==> src/rtl/chunk_subtractor.sv <==
// Multi-cycle unsigned subtractor: D = A - B over SEG-bit slices, one slice per clock.
// Optional CHUNK_SUB_ADD_EN adds an op input selecting A + B instead.
module chunk_subtractor #(
  parameter int ANCHO = 64,
  parameter int SEG   = 8
) (
  input  logic             clk,
  input  logic             rst_n,
  input  logic             start,
`ifdef CHUNK_SUB_ADD_EN
  input  logic             op,
`endif
  input  logic [ANCHO-1:0] A,
  input  logic [ANCHO-1:0] B,
  output logic             busy,
  output logic             done,
  output logic [ANCHO-1:0] D,
  output logic             borrow
);

  localparam int N     = ANCHO / SEG;
  localparam int CNT_W = (N > 1) ? $clog2(N) : 1;
  localparam logic [CNT_W-1:0] LAST = CNT_W'(N - 1);

  typedef enum logic {IDLE, CALC} state_t;

  state_t           state_q, state_d;
  logic [CNT_W-1:0] cnt_q, cnt_d;
  logic             carry_q, carry_d;
  logic             done_q, done_d;
  logic             borrow_q, borrow_d;
  logic [ANCHO-1:0] d_q, d_d;

  logic [ANCHO-1:0] a_q, nb_q, res_q;
  logic             load, step;
  logic             start_sub, run_sub;
  logic [SEG:0]     slice_sum;
  logic [ANCHO+SEG-1:0] res_cat;
  logic [ANCHO-1:0] res_next;

`ifdef CHUNK_SUB_ADD_EN
  logic op_q;
  assign start_sub = ~op;
  assign run_sub   = ~op_q;
`else
  assign start_sub = 1'b1;
  assign run_sub   = 1'b1;
`endif

  // Operands shift right one slice per step, so slice 0 always holds the active slice;
  // the result fills from the top and is complete after N steps.
  assign slice_sum = {1'b0, a_q[SEG-1:0]} + {1'b0, nb_q[SEG-1:0]} + {{SEG{1'b0}}, carry_q};
  assign res_cat   = {slice_sum[SEG-1:0], res_q};
  assign res_next  = res_cat[ANCHO+SEG-1:SEG];

  always_comb begin
    state_d  = state_q;
    cnt_d    = cnt_q;
    carry_d  = carry_q;
    done_d   = 1'b0;
    borrow_d = borrow_q;
    d_d      = d_q;
    load     = 1'b0;
    step     = 1'b0;
    case (state_q)
      IDLE: begin
        if (start) begin
          load    = 1'b1;
          state_d = CALC;
          cnt_d   = '0;
          carry_d = start_sub;
        end
      end
      CALC: begin
        step    = 1'b1;
        carry_d = slice_sum[SEG];
        cnt_d   = cnt_q + CNT_W'(1);
        if (cnt_q == LAST) begin
          state_d  = IDLE;
          cnt_d    = '0;
          d_d      = res_next;
          borrow_d = run_sub ? ~slice_sum[SEG] : slice_sum[SEG];
          done_d   = 1'b1;
        end
      end
      default: state_d = IDLE;
    endcase
  end

  always_ff @(posedge clk or negedge rst_n) begin
    if (!rst_n) begin
      state_q  <= IDLE;
      cnt_q    <= '0;
      carry_q  <= 1'b0;
      done_q   <= 1'b0;
      borrow_q <= 1'b0;
      d_q      <= '0;
    end else begin
      state_q  <= state_d;
      cnt_q    <= cnt_d;
      carry_q  <= carry_d;
      done_q   <= done_d;
      borrow_q <= borrow_d;
      d_q      <= d_d;
    end
  end

  // Working registers need no reset: they are always loaded before CALC reads them.
  always_ff @(posedge clk) begin
    if (load) begin
      a_q   <= A;
      nb_q  <= start_sub ? ~B : B;
      res_q <= '0;
`ifdef CHUNK_SUB_ADD_EN
      op_q  <= op;
`endif
    end else if (step) begin
      a_q   <= a_q >> SEG;
      nb_q  <= nb_q >> SEG;
      res_q <= res_next;
    end
  end

  assign busy   = (state_q == CALC);
  assign done   = done_q;
  assign D      = d_q;
  assign borrow = borrow_q;

endmodule

==> config.mk <==
export PLATFORM = sky130hd
export DESIGN_NAME = chunk_subtractor
export DESIGN_NICKNAME = d
export VERILOG_FILES = /design/src/rtl/chunk_subtractor.sv
export SDC_FILE = /design/constraint.sdc
export NUM_CORES = 1
export LEC_CHECK = 0
export CORE_MARGIN = 3
export CORE_UTILIZATION = 30
export CTS_CLUSTER_DIAMETER = 80
export DETAILED_ROUTE_END_ITERATION = 7
export GPL_TIMING_DRIVEN = 1
export PLACE_DENSITY = 0.59
export SKIP_LAST_GASP = 1
export SLEW_MARGIN = 20
export SYNTH_ARGS = -nofsm -noshare
export SYNTH_HDL_FRONTEND = slang
export SYNTH_SLANG_ARGS = --single-unit
==> constraint.sdc <==
create_clock -name clk -period 8.1 [get_ports clk]
set_input_delay 0.81 -clock clk [delete_from_list [all_inputs] [get_ports clk]]
set_output_delay 0.81 -clock clk [all_outputs]
set_load 0.02 [all_outputs]
==> out/results.tsv <==
stage	metric	value	unit
final_layout	P&R area growth vs syn	32.7	%
min_path	worst hold path class	reg2reg	
sta	fin crit share	37.2	%
worst_setup_path	WP buf/inv	2	
synth	mux share of post-synthesis cell area	6.46	%
power	sw frac	32.7	%
synth	Synth Area in XOR/XNOR	0.0866	%
global_routing	largest net degree at the start of global routing	116	
worst_setup_path	crit path from	busy$_DFF_PN0_	
power	Clk pwr share	23.5	%
die	Chip Height	190	µm
clock_network	worst skew pair latency	0.53	ns
clock_network	CTS tree	built	
synth	Post-Syn Nets	1042	
worst_setup_path	CP max-delay cell	clkdlybuf4s50_1	
die	Row Count	66	
power	leakage power	5.56	nW
worst_setup_path	CP max FO	61	
worst_setup_path	RR Startpoint	busy$_DFF_PN0_	
sta	RSZ-0062 raised after global routing	false	
min_path	hold path start	res_q[9]$_SDFFE_PP0P_	
worst_setup_path	crit path cell chain	buf_4 -> clkdlybuf4s50_1	
power	pwr dens	401	nW/µm²
die	die area	35900	µm²
route	total routed wirelength	24100	µm
power	NetSw	1.76	mW
clock_network	Post-CTS Setup Bufs	0	
power	Internal	3.62	mW
global_routing	antenna violations before repair	4	
place	hpwl dp	16000	µm
place	DP Area	12500	µm²
sta	setup TNS	0	ns
worst_setup_path	startpoint types	flip-flop	
clock_network	Clk pin slew, worst setup/hold paths	0.06	ns
synth	Synth Flop Type	edfxtp_1	
worst_setup_path	CP peak stage delay	0.75	ns
synth	top cells by area, synth	edfxtp_1, dfrtp_1, nand2_1	
synth	Synth Warn #	0	
global_routing	Total GRT Usage	13.0	%
route	post-route ant nets	0	
sta	f_max	332	MHz
final_layout	Layout Cells excl Fill	1547	
synth	Post-Syn Instances	900	
worst_setup_path	WP data required	7.29	ns
place	Port Buffers	197	
route	Initial DRC Count	423	
worst_setup_path	Worst EP arrival	2.20	ns
synth	synthesized area	10100	µm²
synth	top post-synthesis cells by count	nand2_1, edfxtp_1, o21ai_0	
clock_network	clk buf depth	3	
power	Reg power frac	44.0	%
synth	main combinational cell family by area after synthesis	simple AND/OR/NAND/NOR gates	
sta	clock skew	0.0155	ns
clock_network	CTS sink cnt	255	
clock_network	Resized cells post-CTS	0	
route	First-pass DRT Iterations	4	
synth	Compound-Gate Fraction of Synth Area	8.35	%
sta	hold slack final	0.467	ns
route	vias per cell	4.48	
synth	simple-gate share of the synthesized area	14.3	%
synth	most common cell in the netlist	nand2_1	
global_routing	GR Overflow Total	0	
route	routed via count	6928	
synth	area leader, netlist	edfxtp_1	
clock_network	H-tree levels	1	
final_layout	post-layout util	40.8	%
place	routability cong.	0.777	
worst_setup_path	Setup Crit Path Kind	reg2out	
clock_network	CTS root buffer	clkbuf_16	
sta	minimum clock period	3.01	ns
flow_run	Max-Cap Viols	0	
sta	Rel. slew slack	36.1	%
die	Initial Util	30.8	%
sta	# setup viols final	0	
synth	ys async rst share	27.8	%
route	WL per Instance	15.6	µm
synth	register area share after synthesis	66.7	%
synth	Yosys reg bits	255	
die	IO Pins	198	
sta	Worst Max-Slew Pin Slew	0.958	ns
final_layout	post-route cell area	13400	µm²
final_layout	nets	1224	
synth	Yosys cell types	45	
power	Combinational Power Share	32.5	%
synth	Post-Syn Area per Cell	11.2	µm²
clock_network	CTS hold repair buffers	0	
global_routing	vias in the first global route	6751	
die	Die X	190	µm
sta	Pins Over Slew Limit	0	
worst_setup_path	CP endpoint kind	output port	
synth	share of the synthesized area in the top cell type	38.0	%
sta	final hold violation count	0	
final_layout	layout cells sized above 1	11.2	%
global_routing	first-pass GRT wire length	37500	µm
route	Residual DRC	0	
run_status	outcome	complete, no violations	
synth	Post-Synth Adder-Cell Area	1.51	%
clock_network	CTS Buf Count	28	
worst_setup_path	CP top delay family	buffers and inverters	
place	dpl cells	1494	
synth	number of synthesized flops with an enable pin	128	
power	worst vdd ir	209	µV
die	Core ar.	32900	µm²
routing by layer:
metal | GRT usage (%) | part of all wire [%]
met1 | 17.2 | 45
met2 | 21.0 | 45
met3 | 4.26 | 8.1
met4 | 2.87 | 1.8
met5 | 0 | 0.23
metrics by stage:
stage / power [mW] / setup slack [ns]
2_1_floorplan: 3.44 / 4.08
3_3_place_gp: 4.12 / 4.66
3_5_place_dp: 4.17 / 4.61
4_1_cts: 5.45 / 5.04
5_1_grt: 5.73 / 4.88
6_report: 5.38 / 5.09
placed cells by master (no fill, tap or decap), drive strengths merged, types with 10 or more instances in the layout:
cell type and n:
dfrtp 71, nand2 340, buf 10, dfxtp 56, edfxtp 128, o21ai 107, mux2 58, clkdlybuf4s50 195
nor2 10, clkbuf 42
worst min-delay path, stage by stage, from the launching register on:
cell and delay (ns):
dfxtp_1 0.31, nand2_1 0.05, o21ai_0 0.06
path summary, 6_finish.rpt:
check	endpoint	depth (start not counted)	slack [ns]
worst max-delay path	busy	2	5.09
worst min-delay path	res_q[9]$_SDFFE_PP0P_	2	0.47
worst max register to register	nb_q[50]$_DFFE_PP_	5	5.20
worst min register to register	res_q[9]$_SDFFE_PP0P_	2	0.47
max in group asynchronous	busy$_DFF_PN0_	2	6.91
min in group asynchronous	D[39]$_DFFE_PN0P_	2	0.52
area by class of cell:
cell class	count	area, µm²
multi-input combinational	584	3130
antenna	1	2.50
inverter	8	35.0
fill	3226	19500
sequential	255	6740
clock inverter	10	82.6
timing repair buffer	205	2030
clock buffer	42	845
tap	442	553
kinds of logic after synthesis:
logic type / Yosys count
AOI/OAI and AO/OA: 143
DFF: 255
buffers and inverters: 61
adders and majority gates: 11
muxes: 58
xor gates and xnor gates: 1
and+or+nand+nor: 371
state kept, by name, summed over array words and instances (netlist names):
name	cells
D	64
a_q	64
borrow	1
busy	1
carry_q	1
cnt_q	3
done	1
nb_q	64
res_q	56
power by group through the flow:
stage	Combinational, mW	Clock (mW)	Sequential (mW)
after global placement	1.73	0	2.39
after detailed placement	1.77	0	2.40
final	1.75	1.26	2.37
after CTS	1.78	1.29	2.38
after floorplan	0.940	0	2.50
after global routing	1.94	1.34	2.44
No activity file was read; power rests on OpenSTA's default activity.
